### src/rtl/cgra_cfg_pkg.sv
// Shared definitions for the CGRA byte-serial config path: frame states, header layout, widths.
// Used by the loader and by the tile-side config decode.
package cgra_cfg_pkg;

    localparam logic [7:0] SYNC_BYTE = 8'hA5;
    localparam int TILE_W = 2;
    localparam int ADDR_W = 4;

    // HDR byte layout: {tile[7:6], rsvd[5:4], addr[3:0]}
    localparam int HDR_TILE_LSB = 6;
    localparam int HDR_RSVD_LSB = 4;
    localparam int HDR_RSVD_W   = 2;
    localparam int HDR_ADDR_LSB = 0;

    typedef enum logic [2:0] {
        ST_IDLE,
        ST_HDR,
        ST_DLO,
        ST_DHI,
        ST_CHK
    } cfg_state_e;

    function automatic logic hdr_rsvd_ok(input logic [7:0] hdr);
        return hdr[HDR_RSVD_LSB +: HDR_RSVD_W] == '0;
    endfunction

endpackage

### src/rtl/cgra_cfg_timeout.sv
// Mid-frame idle watchdog: 8-bit saturating counter, expiry pulses on the TIMEOUT-th counted cycle.
// Zero latency to expire_o; clear wins over count, and expiry restarts the count from 0.
module cgra_cfg_timeout #(
    parameter int TIMEOUT = 255
) (
    input  logic clk,
    input  logic rst_n,
    input  logic clr_i,
    input  logic en_i,
    output logic expire_o
);

    localparam logic [7:0] LAST = 8'(TIMEOUT - 1);

    logic [7:0] cnt_q;
    logic [7:0] cnt_d;

    assign expire_o = en_i && (cnt_q == LAST);

    always_comb begin
        cnt_d = cnt_q;
        if (clr_i || expire_o) begin
            cnt_d = '0;
        end else if (en_i && (cnt_q != 8'hFF)) begin
            cnt_d = cnt_q + 8'd1;
        end
    end

    always_ff @(posedge clk) begin
        if (!rst_n) begin
            cnt_q <= '0;
        end else begin
            cnt_q <= cnt_d;
        end
    end

endmodule

### src/rtl/cgra_cfg_loader.sv
// Parses SYNC/HDR/DLO/DHI/CHK byte frames and issues one-cycle tile config writes.
// Write strobe one cycle after CHK is accepted; no backpressure, bytes taken whenever din_valid && ena.
module cgra_cfg_loader
    import cgra_cfg_pkg::*;
#(
    parameter logic [7:0] SYNC    = SYNC_BYTE,
    parameter int         TIMEOUT = 255
) (
    input  logic              clk,
    input  logic              rst_n,
    input  logic              ena,
    input  logic [7:0]        din,
    input  logic              din_valid,
    output logic              cfg_we,
    output logic [TILE_W-1:0] cfg_tile,
    output logic [ADDR_W-1:0] cfg_addr,
    output logic [15:0]       cfg_data,
    output logic              busy,
    output logic              err,
    output logic [7:0]        frame_cnt
);

    cfg_state_e        state_q, state_d;
    logic [TILE_W-1:0] tile_q, tile_d;
    logic [ADDR_W-1:0] addr_q, addr_d;
    logic [7:0]        dlo_q, dlo_d;
    logic [7:0]        dhi_q, dhi_d;
    logic [7:0]        chk_q, chk_d;
    logic              we_q, we_d;
    logic [TILE_W-1:0] cfg_tile_q, cfg_tile_d;
    logic [ADDR_W-1:0] cfg_addr_q, cfg_addr_d;
    logic [15:0]       cfg_data_q, cfg_data_d;
    logic              err_q, err_d;
    logic [7:0]        fcnt_q, fcnt_d;

    logic accept;
    logic busy_w;
    logic tmo_expire;

    assign accept = din_valid && ena;
    assign busy_w = (state_q != ST_IDLE);

    // Counter runs only while a frame is open and the design is enabled but starved.
    cgra_cfg_timeout #(
        .TIMEOUT (TIMEOUT)
    ) u_timeout (
        .clk      (clk),
        .rst_n    (rst_n),
        .clr_i    (accept || !busy_w),
        .en_i     (busy_w && ena && !accept),
        .expire_o (tmo_expire)
    );

    always_comb begin
        state_d    = state_q;
        tile_d     = tile_q;
        addr_d     = addr_q;
        dlo_d      = dlo_q;
        dhi_d      = dhi_q;
        chk_d      = chk_q;
        we_d       = 1'b0;
        cfg_tile_d = cfg_tile_q;
        cfg_addr_d = cfg_addr_q;
        cfg_data_d = cfg_data_q;
        err_d      = err_q;
        fcnt_d     = fcnt_q;

        case (state_q)
            ST_IDLE: begin
                if (accept && (din == SYNC)) begin
                    state_d = ST_HDR;
                    err_d   = 1'b0;
                end
            end
            ST_HDR: begin
                if (accept) begin
                    if (!hdr_rsvd_ok(din)) begin
                        state_d = ST_IDLE;
                        err_d   = 1'b1;
                    end else begin
                        tile_d  = din[HDR_TILE_LSB +: TILE_W];
                        addr_d  = din[HDR_ADDR_LSB +: ADDR_W];
                        chk_d   = din;
                        state_d = ST_DLO;
                    end
                end
            end
            ST_DLO: begin
                if (accept) begin
                    dlo_d   = din;
                    chk_d   = chk_q ^ din;
                    state_d = ST_DHI;
                end
            end
            ST_DHI: begin
                if (accept) begin
                    dhi_d   = din;
                    chk_d   = chk_q ^ din;
                    state_d = ST_CHK;
                end
            end
            ST_CHK: begin
                if (accept) begin
                    state_d = ST_IDLE;
                    if (din == chk_q) begin
                        we_d       = 1'b1;
                        cfg_tile_d = tile_q;
                        cfg_addr_d = addr_q;
                        cfg_data_d = {dhi_q, dlo_q};
                        fcnt_d     = fcnt_q + 8'd1;
                    end else begin
                        err_d = 1'b1;
                    end
                end
            end
            default: state_d = ST_IDLE;
        endcase

        // Expiry only fires on non-accepting cycles, so it never races a commit.
        if (tmo_expire) begin
            state_d = ST_IDLE;
            err_d   = 1'b1;
        end
    end

    always_ff @(posedge clk) begin
        if (!rst_n) begin
            state_q    <= ST_IDLE;
            tile_q     <= '0;
            addr_q     <= '0;
            dlo_q      <= '0;
            dhi_q      <= '0;
            chk_q      <= '0;
            we_q       <= 1'b0;
            cfg_tile_q <= '0;
            cfg_addr_q <= '0;
            cfg_data_q <= '0;
            err_q      <= 1'b0;
            fcnt_q     <= '0;
        end else begin
            state_q    <= state_d;
            tile_q     <= tile_d;
            addr_q     <= addr_d;
            dlo_q      <= dlo_d;
            dhi_q      <= dhi_d;
            chk_q      <= chk_d;
            we_q       <= we_d;
            cfg_tile_q <= cfg_tile_d;
            cfg_addr_q <= cfg_addr_d;
            cfg_data_q <= cfg_data_d;
            err_q      <= err_d;
            fcnt_q     <= fcnt_d;
        end
    end

    assign cfg_we    = we_q;
    assign cfg_tile  = cfg_tile_q;
    assign cfg_addr  = cfg_addr_q;
    assign cfg_data  = cfg_data_q;
    assign busy      = busy_w;
    assign err       = err_q;
    assign frame_cnt = fcnt_q;

endmodule

### config.mk
export PLATFORM = sky130hd
export DESIGN_NAME = cgra_cfg_loader
export DESIGN_NICKNAME = d
export VERILOG_FILES = /design/src/rtl/cgra_cfg_pkg.sv /design/src/rtl/cgra_cfg_timeout.sv /design/src/rtl/cgra_cfg_loader.sv
export SDC_FILE = /design/constraint.sdc
export NUM_CORES = 1
export LEC_CHECK = 0
export ABC_CLOCK_PERIOD_IN_PS = 1850
export BUFFER_PORTS_ARGS = -buffer_cell sky130_fd_sc_hd__buf_2
export CORE_ASPECT_RATIO = 0.7
export CORE_MARGIN = 4
export CORE_UTILIZATION = 53
export CTS_BUF_LIST = sky130_fd_sc_hd__clkbuf_2 sky130_fd_sc_hd__clkbuf_4 sky130_fd_sc_hd__clkbuf_8
export DETAILED_ROUTE_END_ITERATION = 8
export PLACE_DENSITY = 0.79
export SYNTH_ARGS = -nofsm -noshare
export SYNTH_HDL_FRONTEND = slang
export SYNTH_SLANG_ARGS = --single-unit
### constraint.sdc
create_clock -name clk -period 1.85 [get_ports clk]
set_clock_uncertainty 0.2 [all_clocks]
set_input_delay 0.0925 -clock clk [delete_from_list [all_inputs] [get_ports clk]]
set_output_delay 0.0925 -clock clk [all_outputs]
set_load 0.03 [all_outputs]
== Word-level counts from Yosys, hierarchy flattened ==
Cells that the tools add are included.

* Word-level logic and storage cells: 82
* Output and inout port bits: 33
* Register bits after elaboration: 73
* Input bits: 12

* Bitwise gates (word level): 2
* Multiplexer cells: 19
* Reductions and logical operators: 26
* Add/sub/neg operators: 2
* Equality and inequality tests: 20

{| class="wikitable"
|+ Operators with widths
! kind !! number
|-
| 8-bit two-way mux || 3
|-
| 8-bit by 1-bit adder with 8-bit output, second input constant || 2
|-
| 8-bit == test, second input constant || 2
|-
| 8-bit one-hot mux with 2 select lines || 1
|-
| 3-bit two-way mux || 5
|-
| 3-bit by 2-bit inequality test with 1-bit output, second input constant || 5
|-
| 3-bit one-hot mux with 5 select lines || 1
|-
| 2-bit inequality test, second input constant || 6
|-
| 3-bit AND reduction || 3
|-
| 8-bit == test || 1
|-
| 8-bit inequality test, second input constant || 1
|-
| 8-bit bitwise XOR || 1
|-
| 1-bit two-way mux || 7
|-
| 3-bit by 2-bit == test with 1-bit output, second input constant || 2
|-
| 1-bit logical AND || 6
|-
| 6-bit AND reduction || 1
|-
| 2-bit OR reduction || 3
|-
| 5-bit AND reduction || 1
|-
| 2-bit AND reduction || 2
|-
| 4-bit AND reduction || 1
|-
| 4-bit nonzero test || 1
|-
| 3-bit by 1-bit == test with 1-bit output, second input constant || 1
|-
| 3-bit == test, second input constant || 1
|-
| 3-bit logical NOT || 1
|-
| other kinds (9) || 11
|}

== Depth between registers and ports, before layout ==
Gate-level depths: netlist (run 1).

* Depth after elaboration: 6
* Gate-level depth with buffers: 8
* Gate-level depth less buffers: 6

== By module ==
A second synthesis (run 1) with hierarchy kept.

* Cell total of the unflattened synthesis: 397
* Area, all modules: 3464.6 µm²

{| class="wikitable"
|+ Modules (own cells, without submodules)
! module !! instances !! area each (µm²) !! seq. area each (µm²) !! cells an instance
|-
| cgra_cfg_loader || 1 || 3010.4 || 1301.2 || 347
|-
| cgra_cfg_timeout || 1 || 454.2 || 160.2 || 50
|}

== Worst setup path before layout (run 1) ==
OpenSTA, ideal clock, no wires.

* Path kind: reg2reg
* Start point: reg state_q[0]
* End point: reg fcnt_q[7], in the netlist frame_cnt[7]
* Buffers on the path: 1
* Setup time: 0.072 ns
* Period minus slack after synthesis: 2.023 ns
* Data required time: 1.578 ns
* Data arrival time: 1.752 ns
* Slack: -0.173 ns
* Stages on the path, launching flop included: 7
* Path through: dfxtp_1 > buf_6 > or3b_1 > nor4_2 > nand4_1 > nor4_1 > mux2i_1

* Longest elaborated chain between the ends: 2

{| class="wikitable"
|+ Ends and longest elaborated chain
! item !! line !! source
|-
| start, declared || cgra_cfg_loader.sv:23 || <nowiki>cfg_state_e state_q, state_d;</nowiki>
|-
| start signal, assigned || cgra_cfg_loader.sv:141 || <nowiki>state_q <= state_d;</nowiki>
|-
| 3-bit == test || cgra_cfg_loader.sv:68 || <nowiki>case (state_q)</nowiki>
|-
| 3-bit AND reduction (no source line) || -- ||
|-
| end signal, assigned || cgra_cfg_loader.sv:152 || <nowiki>fcnt_q <= fcnt_d;</nowiki>
|-
| end, declared || cgra_cfg_loader.sv:34 || <nowiki>logic [7:0] fcnt_q, fcnt_d;</nowiki>
|}

Every way passes these cells.
A chain may end at the register's enable or synchronous reset.

== Worst setup path in the final report (run 1) ==
* Start point: reg chk_q[7]
* End point: reg fcnt_q[3], in the netlist frame_cnt[3]

* Longest elaborated chain between the ends: 2

{| class="wikitable"
|+ Ends and longest elaborated chain
! item !! line !! source
|-
| start, declared || cgra_cfg_loader.sv:28 || <nowiki>logic [7:0] chk_q, chk_d;</nowiki>
|-
| start signal, assigned || cgra_cfg_loader.sv:146 || <nowiki>chk_q <= chk_d;</nowiki>
|-
| 8-bit == test || cgra_cfg_loader.sv:105 || <nowiki>if (din == chk_q) begin</nowiki>
|-
| 3-bit AND reduction (no source line) || -- ||
|}

Every way passes these cells.

==> results of run 1 <==
[cell type report]
class / instances / area (µm²) / share of cell area (%)
clock inverter: 6 / 115 / 2.49
multi-input combinational: 287 / 1910 / 41.4
clock buffer: 10 / 131 / 2.84
sequential: 73 / 1470 / 31.7
inverter: 9 / 33.8 / 0.730
timing repair buffer: 110 / 872 / 18.8
tap: 75 / 93.8 / 2.03
[cells in the mapped netlist (all sizes together)]
library cell / instances / share of area (%)
inv: 9 / 1.1
nor3: 12 / 2.3
dfxtp: 73 / 46
or3b: 1 / 0.28
and2: 1 / 0.20
o211ai: 1 / 0.24
or3: 3 / 0.59
buf: 9 / 1.8
nand4: 2 / 0.40
ha: 3 / 1.2
a311oi: 1 / 0.28
nor4bb: 2 / 0.63
a41o: 1 / 0.32
a2111oi: 1 / 0.48
a31oi: 1 / 0.20
nand3: 7 / 1.1
xor2: 9 / 2.5
or4: 1 / 0.24
nor3b: 1 / 0.24
o41ai: 1 / 0.28
o21ai: 28 / 4.4
nor2: 36 / 4.3
o311ai: 1 / 0.28
and4: 3 / 0.83
nand2: 85 / 10
clkbuf: 14 / 1.7
a211oi: 1 / 0.24
xnor2: 4 / 1.1
and3: 2 / 0.40
mux2i: 18 / 5.7
o31ai: 1 / 0.24
nor4: 7 / 1.6
a21oi: 49 / 7.8
nand2b: 4 / 0.79
[power by group through the flow]
stage	Sequential (W)	Combinational, W	Clock [W]
6_report	0.00157	0.000172	0.00157
3_5_place_dp	0.00161	0.000117	0
2_1_floorplan	0.00161	0.0000489	0
4_1_cts	0.00157	0.000142	0.00154
3_3_place_gp	0.00161	0.000116	0
5_1_grt	0.00157	0.000176	0.00163
[metrics by stage]
step	std cells	hold slack, ns	utilization [%]
finish	570	0.0400	80.4
global route	570	0.0512	80.4
CTS	565	0.00523	73.5
detailed placement	533	0.202	65.5
global placement	533	0.206	65.5
floorplan	392	0.0285	-
[worst paths after layout]
kind,from,to,cells past startpoint
hold reg to reg,cfg_data[13],cfg_data[13],2
hold / removal,din[1],dlo_q[1],4
setup reg to reg,chk_q[7],frame_cnt[3],7
setup / recovery,chk_q[7],frame_cnt[3],7
[layer usage]
layer | track usage, % | part of all wire (%) | routed length, µm
met5 | 0 | 0 | 0
met4 | 9.42 | 6.2 | 721
met3 | 8.60 | 12 | 1430
met2 | 38.3 | 45 | 5210
met1 | 33.1 | 36 | 4210
[tightest hold or removal path, cell delays in order]
cell and delay, ns:
buf_2 0.12, buf_4 0.18, mux2i_1 0.10, nor2_1 0.08
[state kept, by name, indices dropped and copies added (netlist names)]
name             flops
err                  1
state_q              3
addr_q               4
dlo_q                8
frame_cnt            8
chk_q                8
cfg_data            16
cfg_we               1
dhi_q                8
cfg_tile             2
tile_q               2
u_timeout.cnt_q      8
cfg_addr             4
[cell families after synthesis]
logic type	Yosys count
compound gates	86
simple gates	167
fa+ha+maj	3
buf+inv	32
flops	73
xor+xnor	13
mux	18
[timing repair]
item,4_1_cts,5_1_grt
resized for setup,8,83
setup endpoints to repair,38,46
endpoints found under the hold margin,32,0
pin swaps,5,27
hold buffers,12,0
gates cloned,1,3
buffers inserted,3,3
==> results.sh, run 1 <==
export IMPL_outcome="finished with violations"
export IMPL_violations="negative setup slack"
export IMPL_cts_buffer_depth=2
export IMPL_clkSinkCount=73
export IMPL_cp_cell_sequence="xor2_2 -> nor4_2 -> buf_4 -> nand4_1 -> buf_4 -> or3_4 -> a21oi_2"
export IMPL_synth_compound_area_share_pct=14.7
export IMPL_end_kind="flop"
export IMPL_num_vias=3599
export IMPL_yosysSeqAreaShare_pct=46.3
export IMPL_start_util_pct=54.9
export IMPL_powerDensity_mw_per_mm2=716
export IMPL_die_h_um=72.6
export IMPL_ys_ff_latch=73
export IMPL_synth_adder_area_share_pct=1.19
export IMPL_crit_family="simple AND/OR/NAND/NOR gates"
export IMPL_area_delta_synth_final_pct=46.5
export IMPL_slowest_stage="or3_4"
export IMPL_hold_class="primary input to flop"
export IMPL_synth_avg_cell_area_um2=8.06
export IMPL_vias_per_cell=6.31
export IMPL_finalCritPeriodShare_pct=117
export IMPL_maxSlewViolCount=0
export IMPL_min_period_ns=2.16
export IMPL_cp_common_cell="buf_4"
export IMPL_avgRoutedWirePerCell_um=20.3
export IMPL_dpl_cell_area_mm2=0.00377
export IMPL_mostFrequentLayoutCell="dfxtp_1"
export IMPL_cts_buffers=9
export IMPL_place_gp_congestion=0.833
export IMPL_fmax_mhz=462
export IMPL_total_power_w=0.00331
export IMPL_critical_path_buf_inv_count=2
export IMPL_crit_arrival_ns=2.25
export IMPL_yosys_warnings=0
export IMPL_netlist_instances=392
export IMPL_power_frac_clock_pct=47.4
export IMPL_n_fill_cell=313
export IMPL_setup_slack_ns=-0.313
export IMPL_synth_cell_types=39
export IMPL_synth_mux_area_share_pct=5.71
export IMPL_num_antenna_cells=0
export IMPL_synth_top_family_by_area="simple AND/OR/NAND/NOR gates"
export IMPL_grt_max_degree=25
export IMPL_core_area_mm2=0.00576
export IMPL_finalHoldViolCount=0
export IMPL_worstSkewPairLatency_ns=0.37
export IMPL_swShare_pct=22.9
export IMPL_grt_usage_pct=25.1
export IMPL_drtPass1Iterations=6
export IMPL_drt_initial_drc_count=509
export IMPL_synthSimpleGateAreaFrac_pct=23.9
export IMPL_worstSetupPathType="flop to flop"
export IMPL_drtAntennaViolNets=0
export IMPL_syn_area_mm2=0.00316
export IMPL_finalSetupViolations=41
export IMPL_crit_path_start_kind="flop"
export IMPL_drt_total_wl_um=11600
export IMPL_grt_antenna_before_repair=0
export IMPL_p_seq_share_pct=47.4
export IMPL_drive_above_1_share_pct=37.0
export IMPL_grt_pass1_wl_um=14200
export IMPL_combPwrFrac_pct=5.2
export IMPL_p_leak_nw=2.00
export IMPL_drcViolationCount=0
export IMPL_crit_required_ns=1.94
export IMPL_final_area_mm2=0.00463
export IMPL_cts_tree="built"
export IMPL_clk_pin_slew_ns=0.08
export IMPL_tns_ns=-6.69
export IMPL_dieArea_mm2=0.00728
export IMPL_synthXorXnorAreaFrac_pct=3.61
export IMPL_root_buffer="clkbuf_8"
export IMPL_dp_hpwl_um=5580
export IMPL_drv_cap=0
export IMPL_rows=23
export IMPL_slew_limit_headroom_pct=55.8
export IMPL_die_w_um=100
export IMPL_final_nets=505
export IMPL_irDropWorstVdd_mv=0.582
export IMPL_grt_overflow_total=0
export IMPL_p_sw_w=0.000757
export IMPL_layout_common_cells="dfxtp_1, nand2_1, buf_4, buf_2, nor2_1"
export IMPL_critPathMaxStageDelay_ns=0.38
export IMPL_cp_max_fo=4
export IMPL_r2r_setup_slack_ns=-0.31
export IMPL_io_pins=45
export IMPL_grt_pass1_vias=2950
export IMPL_place_ws_ns=-0.216
export IMPL_h_tree_depth=3
export IMPL_p_int_w=0.00255
export IMPL_portBuffers=44
export IMPL_postSynthNetCount=407
export IMPL_worstMarginPinSlew_ns=0.662
export IMPL_rsz0062_at_grt="true"
No activity file was read; power rests on OpenSTA's default activity.
==> run 2: changes to the inputs <==
GPL_TIMING_DRIVEN = 0   (was default)
PLACE_DENSITY = 0.85   (was 0.79)
SKIP_LAST_GASP = 1   (was default)
==> run 2 against run 1 <==
Effect of this change: die area is the same; via count shrank 9.8%; the run still ends with negative setup slack left; core utilization shrank 8.1 points.
==> results.sh, run 2 (synthesis results as in run 1) <==
export IMPL_vias_per_cell=5.90
export IMPL_drive_above_1_share_pct=22.1
export IMPL_drtAntennaViolNets=0
export IMPL_core_area_mm2=0.00576
export IMPL_grt_max_degree=14
export IMPL_min_period_ns=2.15
export IMPL_r2r_setup_slack_ns=-0.30
export IMPL_p_leak_nw=1.60
export IMPL_critical_path_buf_inv_count=0
export IMPL_slew_limit_headroom_pct=51.3
export IMPL_violations="negative setup slack"
export IMPL_largest_reg_flops=16
export IMPL_grt_usage_pct=25.9
export IMPL_drv_cap=0
export IMPL_clk_pin_slew_ns=0.08
export IMPL_tns_ns=-4.56
export IMPL_fin_hold_ws_ns=0.0406
export IMPL_start_util_pct=54.9
export IMPL_crit_cells=5
export IMPL_grt_pass1_wl_um=14700
export IMPL_area_delta_synth_final_pct=31.7
export IMPL_rows=23
export IMPL_crit_required_ns=1.93
export IMPL_drt_initial_drc_count=411
export IMPL_worstMarginPinSlew_ns=0.726
export IMPL_dpl_cell_area_mm2=0.00350
export IMPL_end_kind="flop"
export IMPL_irDropWorstVdd_mv=0.580
export IMPL_h_tree_depth=3
export IMPL_cts_buffer_depth=2
export IMPL_drtPass1Iterations=8
export IMPL_dieArea_mm2=0.00728
export IMPL_root_buffer="clkbuf_8"
export IMPL_drt_total_wl_um=9320
export IMPL_die_w_um=100
export IMPL_crit_arrival_ns=2.23
export IMPL_mostFrequentLayoutCell="nand2_1"
export IMPL_grt_antenna_before_repair=0
export IMPL_finalCritPeriodShare_pct=116
export IMPL_setup_slack_ns=-0.298
export IMPL_finalHoldViolCount=0
export IMPL_fmax_mhz=466
export IMPL_cp_max_fo=7
export IMPL_r2r_start="state_q[1]"
export IMPL_avgRoutedWirePerCell_um=16.9
export IMPL_min_from="din[4]"
export IMPL_worstSkewPairLatency_ns=0.36
export IMPL_layout_common_cells="nand2_1, dfxtp_1, a21oi_1, buf_2, nor2_1"
export IMPL_worstRegToRegCells=5
export IMPL_place_gp_congestion=0.943
export IMPL_grt_pass1_vias=3011
export IMPL_final_nets=485
export IMPL_cts_buffers=9
export IMPL_hold_class="primary input to flop"
export IMPL_drcViolationCount=0
export IMPL_slowest_stage="or4_4"
export IMPL_die_h_um=72.6
export IMPL_clkSinkCount=73
export IMPL_final_util_pct=72.3
export IMPL_maxSlewViolCount=0
export IMPL_dp_hpwl_um=5540
export IMPL_worstSetupPathType="flop to flop"
export IMPL_rsz0062_at_grt="true"
export IMPL_grt_overflow_total=0
export IMPL_n_fill_cell=424
export IMPL_cp_cell_sequence="or3b_4 -> nor2_4 -> nand4_1 -> or4_4 -> a21oi_2"
export IMPL_critPathMaxStageDelay_ns=0.59
export IMPL_powerDensity_mw_per_mm2=780
export IMPL_cts_tree="built"
export IMPL_io_pins=45
export IMPL_finalSetupViolations=34
export IMPL_r2r_end="frame_cnt[4]"
export IMPL_num_vias=3245
export IMPL_hold_path_end="dlo_q[4]"
export IMPL_num_antenna_cells=0
export IMPL_crit_path_start_kind="flop"
export IMPL_crit_family="simple AND/OR/NAND/NOR gates"
export IMPL_hold_path_depth=3
export IMPL_final_area_mm2=0.00416
export IMPL_portBuffers=41
export IMPL_outcome="finished with violations"
[run 2: cell count changes in the layout (fill, tap and decap cells not counted), moves of 8 or more]
cell      change
nand2_1      +25
clkbuf_1      +8
buf_4        -34
nand2_2      -14
a21oi_1      +16
nand2_4      -11
a21oi_2      -16
[run 2: worst max path at each step]
stage | to | start
floorplan | frame_cnt[4] | state_q[1]
global placement | cfg_tile[0] | chk_q[0]
detailed placement | frame_cnt[7] | state_q[1]
CTS | frame_cnt[3] | state_q[2]
global route | frame_cnt[4] | state_q[2]
finish | frame_cnt[4] | state_q[1]
[run 2: cell type report]
type	instances	area, µm²	share of cell area (%)
buffer	19	110	2.65
sequential	73	1480	35.6
clock inverter	6	115	2.77
timing repair buffer	71	492	11.8
clock buffer	10	131	3.16
multi-input combinational	287	1700	41.0
tap	75	93.8	2.26
inverter	9	33.8	0.812
[run 2: report_power, final]
part | switching [W] | internal, W
registers | 0.000000114 | 0.00156
clock network | 0.000619 | 0.000918
logic | 0.0000955 | 0.0000495
total | 0.000715 | 0.00253
[run 2: repair_timing]
| item | in CTS | in global routing |
|---|---|---|
| setup buffers | 8 | 4 |
| endpoints found under the setup margin | 61 | 57 |
| gates resized for setup | 21 | 26 |
| hold buffers | 16 | 2 |
| pin swaps | 5 | 10 |
| endpoints found under the hold margin | 31 | 1 |
[run 2: worst register-to-register path, delay by kind of cell (launching register included)]
family	cells	cell delay, ns
AND/OR/NAND/NOR	4	1.35
flip-flops	1	0.37
AO/OA/AOI/OAI	1	0.15
[run 2: per-layer routing]
| metal | global-route usage [%] | wire length, µm | share of wire, % | vias to the layer above |
|---|---|---|---|---|
| met3 | 7.93 | 901 | 9.7 | 37 |
| met5 | 0 | 0 | 0 | - |
| li1 | - | - | - | 1494 |
| met2 | 39.2 | 4260 | 46 | 192 |
| met4 | 9.27 | 264 | 2.8 | 0 |
| met1 | 35.2 | 3890 | 42 | 1522 |
[run 2: per-stage QoR]
step,setup slack (ns),cells,total power (W)
6_report,-0.298,550,0.00325
2_1_floorplan,-0.0329,392,0.00166
4_1_cts,-0.209,545,0.00324
3_3_place_gp,-0.216,508,0.00170
5_1_grt,-0.329,550,0.00334
3_5_place_dp,-0.294,508,0.00170
